File: config.mk
export PLATFORM = sky130hd
export DESIGN_NAME = tl_fifo_flow_flat
export DESIGN_NICKNAME = d
export VERILOG_FILES = /design/src/rtl/tl_fifo_flow_if.sv /design/src/rtl/tl_fifo_flow.sv /design/src/flat_wrapper.sv
export SDC_FILE = /design/constraint.sdc
export NUM_CORES = 1
export LEC_CHECK = 0
export ABC_AREA = 1
export BUFFER_PORTS_ARGS = -buffer_cell sky130_fd_sc_hd__buf_2
export CAP_MARGIN = 20
export CORE_MARGIN = 4
export CORE_UTILIZATION = 25
export CTS_BUF_LIST = sky130_fd_sc_hd__clkbuf_4 sky130_fd_sc_hd__clkbuf_8 sky130_fd_sc_hd__clkbuf_16
export CTS_CLUSTER_DIAMETER = 30
export CTS_CLUSTER_SIZE = 28
export DETAILED_ROUTE_END_ITERATION = 10
export SETUP_SLACK_MARGIN = 0.3
export SKIP_CTS_REPAIR_TIMING = 1
export SYNTH_ARGS = -nofsm -noshare
export SYNTH_HDL_FRONTEND = slang
export SYNTH_SLANG_ARGS = --single-unit
export TNS_END_PERCENT = 20
File: constraint.sdc
create_clock -name clk -period 2.7 [get_ports clk]
set_input_delay 0.54 -clock clk [delete_from_list [all_inputs] [get_ports clk]]
set_output_delay 0.54 -clock clk [all_outputs]
set_load 0.05 [all_outputs]
File: src/rtl/tl_fifo_flow_if.sv
// rtl/tl_fifo_flow_if.sv - push/pop, threshold and status bundle for one virtual-channel FIFO
interface tl_fifo_flow_if #(
  parameter int DATA_WIDTH = 10,
  parameter int ADDR_WIDTH = 3
);
  logic                  wr_en;
  logic [DATA_WIDTH-1:0] data_in;
  logic                  rd_en;
  logic [ADDR_WIDTH-1:0] sup_Threshold;
  logic [ADDR_WIDTH-1:0] inf_Threshold;
  logic [DATA_WIDTH-1:0] data_out;
  logic                  valid_out;
  logic                  empty;
  logic                  full;
  logic                  almost_full;
  logic                  almost_empty;
  logic                  pause;
  logic                  overflow;
  logic                  underflow;

  modport master (
    output wr_en, data_in, rd_en, sup_Threshold, inf_Threshold,
    input  data_out, valid_out, empty, full, almost_full, almost_empty,
           pause, overflow, underflow
  );

  modport slave (
    input  wr_en, data_in, rd_en, sup_Threshold, inf_Threshold,
    output data_out, valid_out, empty, full, almost_full, almost_empty,
           pause, overflow, underflow
  );
endinterface

File: src/rtl/tl_fifo_flow.sv
// rtl/tl_fifo_flow.sv - synchronous FIFO with threshold flags and hysteretic pause request
module tl_fifo_flow #(
  parameter int DATA_WIDTH = 10,
  parameter int ADDR_WIDTH = 3
) (
  input  logic          clk,
  input  logic          reset,
  tl_fifo_flow_if.slave bus
);
  localparam int            CW      = ADDR_WIDTH + 1;
  localparam int            DEPTH_N = 1 << ADDR_WIDTH;
  localparam logic [CW-1:0] DEPTH   = CW'(DEPTH_N);

  logic [DATA_WIDTH-1:0] r_mem [DEPTH_N];
  logic [ADDR_WIDTH-1:0] r_wr_ptr;
  logic [ADDR_WIDTH-1:0] r_rd_ptr;
  logic [CW-1:0]         r_count;
  logic [DATA_WIDTH-1:0] r_data_out;
  logic                  r_valid_out;
  logic                  r_pause;
  logic                  r_overflow;
  logic                  r_underflow;

  logic          w_empty;
  logic          w_full;
  logic          w_wr_acc;
  logic          w_rd_acc;
  logic [CW-1:0] w_count_nxt;
  logic [CW-1:0] w_sup;
  logic [CW-1:0] w_inf;

  assign w_empty  = (r_count == '0);
  assign w_full   = (r_count == DEPTH);
  assign w_sup    = CW'(bus.sup_Threshold);
  assign w_inf    = CW'(bus.inf_Threshold);
  // A read on a full FIFO frees the slot the concurrent write lands in.
  assign w_wr_acc = bus.wr_en && (!w_full || bus.rd_en);
  assign w_rd_acc = bus.rd_en && !w_empty;

  always_comb begin
    w_count_nxt = r_count;
    if (w_wr_acc && !w_rd_acc)
      w_count_nxt = r_count + CW'(1);
    else if (!w_wr_acc && w_rd_acc)
      w_count_nxt = r_count - CW'(1);
  end

  always_ff @(posedge clk) begin
    if (w_wr_acc)
      r_mem[r_wr_ptr] <= bus.data_in;
  end

  always_ff @(posedge clk or negedge reset) begin
    if (!reset) begin
      r_wr_ptr    <= '0;
      r_rd_ptr    <= '0;
      r_count     <= '0;
      r_data_out  <= '0;
      r_valid_out <= 1'b0;
      r_pause     <= 1'b0;
      r_overflow  <= 1'b0;
      r_underflow <= 1'b0;
    end else begin
      r_count     <= w_count_nxt;
      r_overflow  <= bus.wr_en && w_full && !bus.rd_en;
      r_underflow <= bus.rd_en && w_empty;
      r_valid_out <= w_rd_acc;
      if (w_wr_acc)
        r_wr_ptr <= r_wr_ptr + ADDR_WIDTH'(1);
      if (w_rd_acc) begin
        r_data_out <= r_mem[r_rd_ptr];
        r_rd_ptr   <= r_rd_ptr + ADDR_WIDTH'(1);
      end
      // Set has priority so a degenerate inf >= sup setting still throttles.
      if (w_count_nxt >= w_sup)
        r_pause <= 1'b1;
      else if (w_count_nxt <= w_inf)
        r_pause <= 1'b0;
    end
  end

  assign bus.data_out     = r_data_out;
  assign bus.valid_out    = r_valid_out;
  assign bus.empty        = w_empty;
  assign bus.full         = w_full;
  assign bus.almost_full  = (r_count >= w_sup);
  assign bus.almost_empty = (r_count <= w_inf);
  assign bus.pause        = r_pause;
  assign bus.overflow     = r_overflow;
  assign bus.underflow    = r_underflow;
endmodule

File: src/flat_wrapper.sv
// flat-port wrapper written by rule: the top's interface ports become plain ports
module tl_fifo_flow_flat 
#(
  parameter int DATA_WIDTH = 10,
  parameter int ADDR_WIDTH = 3
)
  (clk, reset, bus_wr_en, bus_data_in, bus_rd_en, bus_sup_Threshold, bus_inf_Threshold, bus_data_out, bus_valid_out, bus_empty, bus_full, bus_almost_full, bus_almost_empty, bus_pause, bus_overflow, bus_underflow);
  tl_fifo_flow_if #(.DATA_WIDTH(DATA_WIDTH), .ADDR_WIDTH(ADDR_WIDTH)) bus_i ();
  input  logic clk;
  input  logic reset;
  input wire logic [$bits(bus_i.wr_en)-1:0] bus_wr_en;
  input wire logic [$bits(bus_i.data_in)-1:0] bus_data_in;
  input wire logic [$bits(bus_i.rd_en)-1:0] bus_rd_en;
  input wire logic [$bits(bus_i.sup_Threshold)-1:0] bus_sup_Threshold;
  input wire logic [$bits(bus_i.inf_Threshold)-1:0] bus_inf_Threshold;
  output wire logic [$bits(bus_i.data_out)-1:0] bus_data_out;
  output wire logic [$bits(bus_i.valid_out)-1:0] bus_valid_out;
  output wire logic [$bits(bus_i.empty)-1:0] bus_empty;
  output wire logic [$bits(bus_i.full)-1:0] bus_full;
  output wire logic [$bits(bus_i.almost_full)-1:0] bus_almost_full;
  output wire logic [$bits(bus_i.almost_empty)-1:0] bus_almost_empty;
  output wire logic [$bits(bus_i.pause)-1:0] bus_pause;
  output wire logic [$bits(bus_i.overflow)-1:0] bus_overflow;
  output wire logic [$bits(bus_i.underflow)-1:0] bus_underflow;
  assign bus_i.wr_en = bus_wr_en;
  assign bus_i.data_in = bus_data_in;
  assign bus_i.rd_en = bus_rd_en;
  assign bus_i.sup_Threshold = bus_sup_Threshold;
  assign bus_i.inf_Threshold = bus_inf_Threshold;
  assign bus_data_out = bus_i.data_out;
  assign bus_valid_out = bus_i.valid_out;
  assign bus_empty = bus_i.empty;
  assign bus_full = bus_i.full;
  assign bus_almost_full = bus_i.almost_full;
  assign bus_almost_empty = bus_i.almost_empty;
  assign bus_pause = bus_i.pause;
  assign bus_overflow = bus_i.overflow;
  assign bus_underflow = bus_i.underflow;
  tl_fifo_flow #(.DATA_WIDTH(DATA_WIDTH), .ADDR_WIDTH(ADDR_WIDTH)) u_core (.clk(clk), .reset(reset), .bus(bus_i));
endmodule
* Yosys cells after proc, flatten, opt, wreduce, memory -nomap -nowiden
Memory sizes are Yosys's and may differ from the RTL's. A register that Yosys moved wholly into a read port is not among the register bits.
Index checks and enable logic that the tools add are counted.
** Operators by class
- Muxes and demuxes :: 6
- Add/subtract/negate cells :: 4
- Reductions and logical operators :: 16
- Equal/unequal tests :: 1
- Magnitude comparators :: 4
** Operators with widths (count)
- $ge A4 B3 Y1 :: 2
- $le A4 B3 Y1 :: 2
- $mux W4 :: 2
- $logic_and A1 B1 Y1 :: 7
- $add A3 B1 Y3 const B :: 2
- $logic_not A1 Y1 :: 6
- $add A4 B1 Y4 const B :: 1
- $eq A4 B4 Y1 const B :: 1
- $logic_not A4 Y1 :: 1
- $mux W1 :: 4
- $sub A4 B1 Y4 const B :: 1
- $reduce_bool A2 Y1 :: 1
- $logic_or A1 B1 Y1 :: 1
** Storage, ports and cells
- Bits of input ports :: 20
- Memory bits (writable) :: 80
- Output and inout port bits :: 18
- Memories kept :: 1
- Bits in registers :: 14
** Memories
- u_core.r_mem :: depth 8, width 10, rd ports 1, clocked after Yosys merged registers in 1, wr ports 1, RTL line tl_fifo_flow.sv:14 : logic [DATA_WIDTH-1:0] r_mem [DEPTH_N];

* Longest topological paths before layout
- Word-level depth :: 11
- Depth in mapped cells :: 17
- Mapped depth without buffers :: 17

* Worst setup path after synthesis
OpenSTA, ideal clock, no wires.
- Kind :: input-to-output
- From :: input bus_inf_Threshold[1]
- To :: output bus_almost_empty
- Stages :: 7
- Required time :: 2.160 ns
- Data arrival time :: 1.897 ns
- Slack :: 0.263 ns
- Cells stage by stage :: inv_1 ha_1 inv_1 nor2_1 o21ai_0 nand2_1 a21oi_1
** Between the ends
- Longest elaborated chain between the ends :: 1
** RTL lines
- from (decl) :: RTL line flat_wrapper.sv:15 : input wire logic [$bits(bus_i.inf_Threshold)-1:0] bus_inf_Threshold;
- $le A4 B3 Y1 :: RTL line tl_fifo_flow.sv:87 : assign bus.almost_empty = (r_count <= w_inf);
- to (decl) :: RTL line flat_wrapper.sv:21 : output wire logic [$bits(bus_i.almost_empty)-1:0] bus_almost_empty;
No other way between the ends.

* Worst setup path after layout
- From :: register u_core.r_count[1]
- To :: output bus_almost_empty
** Between the ends
- Longest elaborated chain between the ends :: 1
** RTL lines
- from (decl) :: RTL line tl_fifo_flow.sv:17 : logic [CW-1:0] r_count;
- from (signal assigned) :: RTL line tl_fifo_flow.sv:64 : r_count <= w_count_nxt;
- $le A4 B3 Y1 :: RTL line tl_fifo_flow.sv:87
No other way between the ends.

==> impl_metrics.ini <==
[sta]
layout_setup_ws_ns = 0.430
period_share_pct = 84.1
period_minus_slack_ns = 2.27
hold_viol = 0
skew_ns = 0.00635
max_freq_mhz = 441
slew_headroom_pct = 52.0
worst_pin_slew_ns = 0.719
setup_viol = 0
timing.setup.tns_ns = 0
maxSlewViolCount = 0
rsz0062_at_grt = false

[global_routing]
grt_max_degree = 42
grt_pass1_wl_um = 15800
grt_overflow = 0
antenna_found_initial = 2
first_global_vias = 3030
grtUsageTotal_pct = 10.1

[run_status]
status = finished, final reports clean

[cells_and_area]
drive_above_1_share_pct = 21.4
final_common_cell = nor2_1
num_antenna_cells = 0
final_net_count = 504
mostFrequentLayoutCells = nor2_1 (83), edfxtp_1 (80), nand2_1 (57)
fin_cells = 702
syn2layout_area_growth_pct = 18.4

[worst_setup_path]
crit_type = reg2out
cp-startpoint = u_core.r_count[1]
cp.required_ns = 2.16
critPathMaxFanout = 5
critPathCaptureType = output port
path_delay_family = flip-flops
cp-start-kind = flop
worstReg2RegStart = u_core.r_count[1]
path_cells = ha_1 -> inv_1 -> nor2_1 -> o21ai_0 -> nand2_1 -> a21oi_2 -> buf_6
critPathArrivalTime_ns = 1.73
critPathBufInv = 2
cpPeakStageDelay_ns = 0.44
cpMaxStageDelayCell = dfrtp_2

[placed_design]
port_buffers = 37
hpwl_um = 6600
globalplace.congestion = 0.767
dp_slack_ns = 0.194
numPlacedInstances = 678

[cts]
clock_sinks = 104
cts-root-buf = clkbuf_16
cts_tree = yes
numCtsBuffers = 9
htree_levels = 3
cts.clk_slew.worst_paths_ns = 0.07
clkLatencyLatePin_ns = 0.34
clockBufferDepth = 2

[synth]
ys_types = 27
ys_ff_latch = 104
ys_seq_area_share_pct = 65.1
synth_warnings = 0
syn-cell-area_sq_mm = 0.00461
syn_avg_cell_area_sq_um = 11.1
synthCells = 417
synth_nets = 453

[power_and_ir_drop]
sw_frac_of_total_pct = 40.8
power_frac_comb_pct = 41.2
power_switching_uw = 2380
p_clk_share_pct = 21.1
p_seq_share_pct = 37.7
ir_drop_mv = 0.363
p_int_uw = 3460
p_total_uw = 5840
p_per_area_mw_per_mm2 = 1070
leakagePower_uw = 0.00219

[die]
dieArea_sq_mm = 0.0207
initial_core_util_pct = 25.6
fp-row-count = 49
die_h_um = 144
core-area_sq_mm = 0.0180
io_pins = 38
die_x_um = 144

[detailed_routing]
wl_met3_um = 558
met2_length_um = 5300
vias = 3115
drt_iter0_drc = 225
wl_um = 10200
antenna_left = 0
dr.pass1.iters = 4
avgViaCountPerCell = 4.44
dr.max_layer_used = met5
wl_per_cell_um = 14.5
met1_length_um = 4100
drc = 0

[hold_path]
hold_class = in2async

[flow_run]
max_cap_viol_count = 0
==> power by group through the flow <==
stage,sequential (uW),clock [uW],combinational [uW]
finish,2200,1230,2410
global route,2230,1330,2690
CTS,2210,1270,2300
detailed placement,2250,0,2280
global placement,2230,0,2210
floorplan,2510,0,1420
==> through the flow <==
step | hold slack [ns] | cell area (sq um) | util (%)
final | 0.188 | 5460 | 30.3
after global routing | 0.233 | 5460 | 30.3
after global placement | 0.461 | 5080 | 28.2
after CTS | 0.204 | 5370 | 29.8
after detailed placement | 0.461 | 5080 | 28.2
after floorplan | 0.244 | 4620 | -
==> cells in the mapped netlist, drive strengths merged <==
library cell | instances | share of area, %
buf | 13 | 1.8
nand3 | 27 | 3.2
o21ai | 47 | 5.1
ha | 16 | 4.3
dfrtp | 24 | 13
nand2 | 61 | 5.6
or2 | 1 | 0.19
a21oi | 2 | 0.22
a21boi | 2 | 0.33
edfxtp | 80 | 52
nand4 | 1 | 0.14
o211ai | 10 | 1.6
nor2 | 92 | 8.4
clkbuf | 5 | 0.41
xnor2 | 1 | 0.19
xor2 | 4 | 0.76
inv | 31 | 2.6
==> cells by family (layout without fill, tap and decap cells) <==
| group | Yosys count | count (layout) | share of synthesized area (%) |
|---|---|---|---|
| simple gates | 182 | 182 | 17.5 |
| flops | 104 | 104 | 65.1 |
| compound gates | 61 | 61 | 7.27 |
| buf+inv | 49 | 105 | 4.83 |
| fa+ha+maj | 16 | 16 | 4.34 |
| xor+xnor | 5 | 5 | 0.949 |
==> registers in the layout (all words and copies together), names as in the netlist <==
register	cells
u_core.r_mem	80
u_core.bus.pause	1
u_core.bus.data_out	10
u_core.r_wr_ptr	3
u_core.r_rd_ptr	3
u_core.r_count	4
u_core.bus.valid_out	1
u_core.bus.overflow	1
u_core.bus.underflow	1
==> path summary, 6_finish.rpt <==
check                           slack [ns]  depth (start not counted)                      to
worst max-delay path                  0.43                          7        bus_almost_empty
worst min-delay path                  0.19                          1    u_core.bus.underflow
worst max register to register        0.46                         16        u_core.bus.pause
worst min register to register        0.48                          2  u_core.bus.data_out[1]
max in group asynchronous             2.10                          1       u_core.r_count[2]
min in group clk                      0.46                          1      u_core.r_mem[6][5]
==> layout make-up <==
type,instances,area [sq um]
Timing Repair Buffer,58,349
Multi-Input combinational cell,264,1410
Sequential cell,104,3010
Tap cell,229,287
Inverter,31,121
Clock inverter,7,65.1
Clock buffer,9,225
Fill cell,1828,12600
==> routing by layer <==
metal	vias up	GRT usage, %
li1	1522	-
met1	1520	11.6
met2	58	17.5
met3	11	2.86
met4	4	4.71
met5	-	0
(Power assumes the default switching activity.)
